==> src/rtl/mux_share_arbiter.sv <==
`default_nettype none
// ============================================================================
// mux_share_arbiter
// Round-robin sharing of one 2:1 datapath mux between two valid/ready
// requesters, feeding a single-entry registered output stage.
// Revision: 1.0
// ============================================================================
module mux_share_arbiter #(
    parameter int WIDTH = 64,
    parameter int CNT_W = 16
) (
    input  logic             clk,
    input  logic             rst_n,
    input  logic             a_valid,
    input  logic [WIDTH-1:0] a_data,
    output logic             a_ready,
    input  logic             b_valid,
    input  logic [WIDTH-1:0] b_data,
    output logic             b_ready,
    output logic             select,
    output logic             out_valid,
    output logic [WIDTH-1:0] out_data,
    output logic             out_src,
    input  logic             out_ready,
    output logic [CNT_W-1:0] cnt_a,
    output logic [CNT_W-1:0] cnt_b
);

    localparam logic [0:0] S_EMPTY = 1'b0;
    localparam logic [0:0] S_FULL  = 1'b1;

    logic [0:0]       state_q, state_d;
    logic [WIDTH-1:0] data_q, data_d;
    logic             src_q, src_d;
    logic             last_grant_q, last_grant_d;
    logic             sel_q, sel_d;
    logic [CNT_W-1:0] cnt_a_q, cnt_a_d;
    logic [CNT_W-1:0] cnt_b_q, cnt_b_d;

    logic             w_can_accept;
    logic             w_gnt_vld;
    logic             w_gnt_b;
    logic             w_accept;
    logic [WIDTH-1:0] w_mux;

    // Under contention the winner is whichever side did not win last time.
    assign w_gnt_vld    = a_valid | b_valid;
    assign w_gnt_b      = b_valid & (~a_valid | ~last_grant_q);
    assign w_can_accept = (state_q == S_EMPTY) | out_ready;

    assign a_ready  = rst_n & w_can_accept & a_valid & ~w_gnt_b;
    assign b_ready  = rst_n & w_can_accept & w_gnt_b;
    assign select   = rst_n & (w_gnt_vld ? w_gnt_b : sel_q);
    assign w_accept = (a_valid & a_ready) | (b_valid & b_ready);
    assign w_mux    = select ? b_data : a_data;

    always_comb begin
        state_d      = state_q;
        data_d       = data_q;
        src_d        = src_q;
        last_grant_d = last_grant_q;
        sel_d        = w_gnt_vld ? w_gnt_b : sel_q;
        cnt_a_d      = cnt_a_q;
        cnt_b_d      = cnt_b_q;
        if (w_accept) begin
            state_d      = S_FULL;
            data_d       = w_mux;
            src_d        = w_gnt_b;
            last_grant_d = w_gnt_b;
            if (w_gnt_b) begin
                cnt_b_d = cnt_b_q + CNT_W'(1);
            end else begin
                cnt_a_d = cnt_a_q + CNT_W'(1);
            end
        end else if ((state_q == S_FULL) && out_ready) begin
            // Drained with nothing to replace it; data is left stale.
            state_d = S_EMPTY;
        end
    end

    always_ff @(posedge clk or negedge rst_n) begin
        if (!rst_n) begin
            state_q      <= S_EMPTY;
            data_q       <= '0;
            src_q        <= 1'b0;
            last_grant_q <= 1'b1;
            sel_q        <= 1'b0;
            cnt_a_q      <= '0;
            cnt_b_q      <= '0;
        end else begin
            state_q      <= state_d;
            data_q       <= data_d;
            src_q        <= src_d;
            last_grant_q <= last_grant_d;
            sel_q        <= sel_d;
            cnt_a_q      <= cnt_a_d;
            cnt_b_q      <= cnt_b_d;
        end
    end

    assign out_valid = (state_q == S_FULL);
    assign out_data  = data_q;
    assign out_src   = src_q;
    assign cnt_a     = cnt_a_q;
    assign cnt_b     = cnt_b_q;

endmodule
`default_nettype wire

==> config.mk <==
export PLATFORM = sky130hd
export DESIGN_NAME = mux_share_arbiter
export DESIGN_NICKNAME = d
export VERILOG_FILES = /design/src/rtl/mux_share_arbiter.sv
export SDC_FILE = /design/constraint.sdc
export NUM_CORES = 1
export LEC_CHECK = 0
export ABC_CLOCK_PERIOD_IN_PS = 1600
export CORE_MARGIN = 4
export CORE_UTILIZATION = 36
export CTS_CLUSTER_SIZE = 25
export DETAILED_ROUTE_END_ITERATION = 8
export GPL_ROUTABILITY_DRIVEN = 0
export GPL_TIMING_DRIVEN = 1
export PLACE_DENSITY = 0.77
export SLEW_MARGIN = 20
export SYNTH_ARGS = -nofsm -noshare
export SYNTH_HDL_FRONTEND = slang
export SYNTH_SLANG_ARGS = --single-unit
==> constraint.sdc <==
create_clock -name clk -period 1.6 [get_ports clk]
set_clock_uncertainty 0.15 [all_clocks]
set_input_delay 0.16 -clock clk [delete_from_list [all_inputs] [get_ports clk]]
set_output_delay 0.16 -clock clk [all_outputs]
set_load 0.005 [all_outputs]
==> summary.txt <==
Worst hold path
  – Worst Hold Class: input port to async pin

STA
  – Worst Setup Slack, final: -0.210 ns
  – Setup repair after global routing missed its margin: yes
  – Endpoints failing hold: 0
  – Time the worst path needs with I/O delays and setup: 1.81 ns
  – Final critical-path share of the clock period: 113%
  – Transition time at the pin with the least slew margin: 0.528 ns
  – Final setup viols: 90
  – Maximum frequency from static timing analysis: 0.552 GHz
  – Slew HR: ~65%
  – Setup TNS: -11.81 ns
  – Max-slew violation total from the final report: 0

Layout
  – Post-synthesis to final-layout area growth: 94.1%
  – Final layout net count: 926
  – Final cell area excluding filler cells: 0.00866 mm^2
  – Commonest cells after routing, fill and taps aside: clkdlybuf4s50_1, dfrtp_1, nand2_1
  – Most common cell after layout, fill and taps aside: clkdlybuf4s50_1
  – Filler-free cell count of the finished design: 964
  – Share of post-route cells with drive strength above 1: 26.9%
  – Antenna diode count: 0

Clock tree
  – Clock transition at path regs: around 0.070 ns
  – CTS tree: built
  – Clock sinks: 100
  – CTS buffer count: 9
  – Worst-case clock buffer depth: 2
  – CTS Root Buffer Type: clkbuf_16
  – Htree depth: 3
  – Clock latency of the later-clocked register in the worst-skew pair: 0.34 ns

Route
  – Total wire length: between 15000 and 20000 um
  – First-pass iteration count of the detailed router: 4
  – Detailed-route via count: slightly below 5000
  – Post-route antenna net violation count: 0
  – Number of violations reported at the end of detailed-routing iteration 0: 259
  – Via density per instance: 5.11
  – Routed wirelength normalized by instance count: between 15 and 20 um
  – Post-detailed-route DRC marker count: 0

Power
  – Share of total power consumed by net switching: 28.8%
  – Sequential share of power: a little over a third
  – Internal power: 6.33 mW
  – Leakage power: 3.75 nW
  – Power density of the placed cells: just over 1000 mW/mm^2
  – Relative contribution of the clock network to total power: 27.4%
  – Worst voltage drop across the vdd grid: 561 uV
  – Switching power of the nets: 2.56 mW
  – Combinational group share of total power: 36.0%
  – PnR Total Power: about 8.9 mW

Synthesis
  – Yosys warning count: 0
  – Mapped Nets: 620
  – Count of cell types in the netlist: 34
  – Cell area after synthesis: approximately 0.0045 mm^2
  – Number of flip-flops and latches in the synthesized netlist: 100
  – Post-Synthesis Cells: about 490
  – Post-synthesis mux area share: 0.505%
  – Fraction of the mapped netlist area in compound gates: 15.5%
  – Simple logic cell fraction of the synthesized area: 18.4%
  – Area share of xor/xnor cells in the synthesized design: 5.89%
  – Combinational family with the most area after synthesis: simple AND/OR/NAND/NOR gates
  – Seq/Total Area, Yosys: 56.1%
  – Average cell area after synthesis: 9.20 um^2
  – Synthesized-area fraction occupied by adder cells: 0.561%

Critical path
  – Capture instance of the worst register-to-register path: out_data[56]$_DFFE_PN0P_
  – Element type at the critical path start: register
  – Endpoint required time on the critical path: 1.67 ns
  – Critical path arrival: 1.88 ns
  – Crit Path Category: register to register
  – Worst reg2reg startpoint: out_valid$_DFFE_PN0P_
  – Capturing element of the worst setup path: out_data[56]$_DFFE_PN0P_
  – Number of cells on the worst reg-to-reg path: 8
  – Element type at the critical path end: register
  – Critical Path Start: out_valid$_DFFE_PN0P_
  – Flop-to-flop setup slack: -0.21 ns
  – Largest driver fanout on the critical path: 7

Global route
  – Global routing usage summed across all routing layers: 22.9%
  – Antenna violations before repair: 0
  – Maximum number of pins on one net before global-route repair: 56
  – Global-route wire length before repair: 26200 um
  – Residual overflow from global routing: 0
  – Number of global-route vias before repair: 5092

Floorplanning
  – Y dimension of the die: 119 um
  – Horizontal die dimension: roughly 120 um
  – DIE AREA: 0.0142 mm^2
  – Cell Rows: 40
  – Initial Utilization: 37.0%
  – Core ar.: 0.0121 mm^2
  – Top-level I/O count: between 200 and 250

Placement
  – Number of placed instances with taps included: 904
  – Pre-CTS worst setup slack: -0.466 ns
  – Buffers on Ports: 233
  – Standard cell area after detailed placement: 0.00733 mm^2
  – Estimated wirelength of the detail-placed design: approximately 12000 um

Status
  – Violated checks: setup timing
  – Status: finished, violations left

Flow run
  – Maximum Capacitance Violations: 0
-- flip-flops by register name, summed over array words and instances, names as in the netlist --
register      flops
last_grant_q      1
sel_q             1
cnt_b            16
out_data         64
cnt_a            16
out_src           1
out_valid         1
-- final cells by class --
class / count / area, um^2
Fill cell: 846 / 3400
Multi-Input combinational cell: 352 / 2280
Tap cell: 168 / 210
Sequential cell: 100 / 2510
Timing Repair Buffer: 326 / 3320
Inverter: 2 / 10.0
Clock buffer: 12 / 267
Clock inverter: 4 / 70.1
-- metrics by stage --
stage               hold WS [ns]  util [%]
finish                     0.146      71.8
global route               0.145      71.8
CTS                        0.118      67.0
detailed placement        -0.154      60.8
global placement          -0.157      60.8
floorplan                 -0.286         -
-- cells in the mapped netlist, drive strengths merged --
master	n	area, um^2
a21oi	128	641
dfrtp	99	2480
nand2	74	278
nor2	64	240
xnor2	26	228
buf	19	82.6
nand4	13	81.3
clkbuf	12	45.0
nand3	10	50.1
and3	7	43.8
nor3	4	25.0
xor2	4	35.0
and4	3	26.3
nor2b	3	18.8
ha	2	25.0
inv	2	7.50
mux2	2	22.5
a21boi	1	11.3
a21o	1	7.51
a32o	1	10.0
and2	1	6.26
and4bb	1	16.3
dfstp	1	26.3
nand2b	1	6.26
nor4	1	12.5
o211a	1	10.0
o211ai	1	7.51
o21ai	1	5.00
or2	1	6.26
or4b	1	10.0
-- power by group through the flow --
stage | clock network [mW] | registers, mW | logic, mW
after floorplan | 0 | 3.36 | 0.773
after global placement | 0 | 3.27 | 2.63
after detailed placement | 0 | 3.30 | 2.69
after CTS | 2.46 | 3.25 | 2.88
after global routing | 2.59 | 3.31 | 3.43
final | 2.43 | 3.25 | 3.20
-- per-layer routing --
layer	track usage, %	part of all wire, %	vias to the layer above	routed length [um]
met5	0	0	-	0
met4	10.5	3.7	0	674
met3	5.32	7.1	46	1290
met2	39.5	51	219	9270
met1	27.0	38	2397	6880
li1	-	-	2260	-
-- worst max-delay path, cell delays in order (launching register included) --
cell	delay [ns]
dfrtp_1	0.41
nand2b_1	0.14
buf_6	0.12
buf_6	0.09
o211ai_1	0.16
buf_6	0.21
clkbuf_16	0.17
a21oi_1	0.14
a21oi_1	0.10
-- kinds of logic after synthesis --
| group | Yosys count |
|---|---|
| compound gates | 134 |
| xor+xnor | 30 |
| fa+ha+maj | 2 |
| buf+inv | 33 |
| flops | 100 |
| mux | 2 |
| simple gates | 184 |
-- repair_timing --
action	in CTS	in global routing
endpoints found under the hold margin	100	0
endpoints found under the setup margin	104	128
gates resized for setup	71	104
pin swaps	16	49
cloned	4	6
setup buffers	23	13
hold buffers	2	0
-- how the worst min path moves through the flow --
| stage | start | endpoint | slack (ns) | cells past startpoint |
|---|---|---|---|---|
| floorplan | rst_n | cnt_a[0]$_DFFE_PN0P_ | -0.29 | 0 |
| global placement | rst_n | cnt_b[1]$_DFFE_PN0P_ | -0.16 | 1 |
| detailed placement | rst_n | cnt_b[1]$_DFFE_PN0P_ | -0.15 | 1 |
| CTS | rst_n | cnt_b[0]$_DFFE_PN0P_ | 0.12 | 2 |
| global route | rst_n | cnt_b[0]$_DFFE_PN0P_ | 0.15 | 2 |
| finish | rst_n | cnt_b[1]$_DFFE_PN0P_ | 0.15 | 2 |
Note: power is estimated with default switching activity, not from simulation.
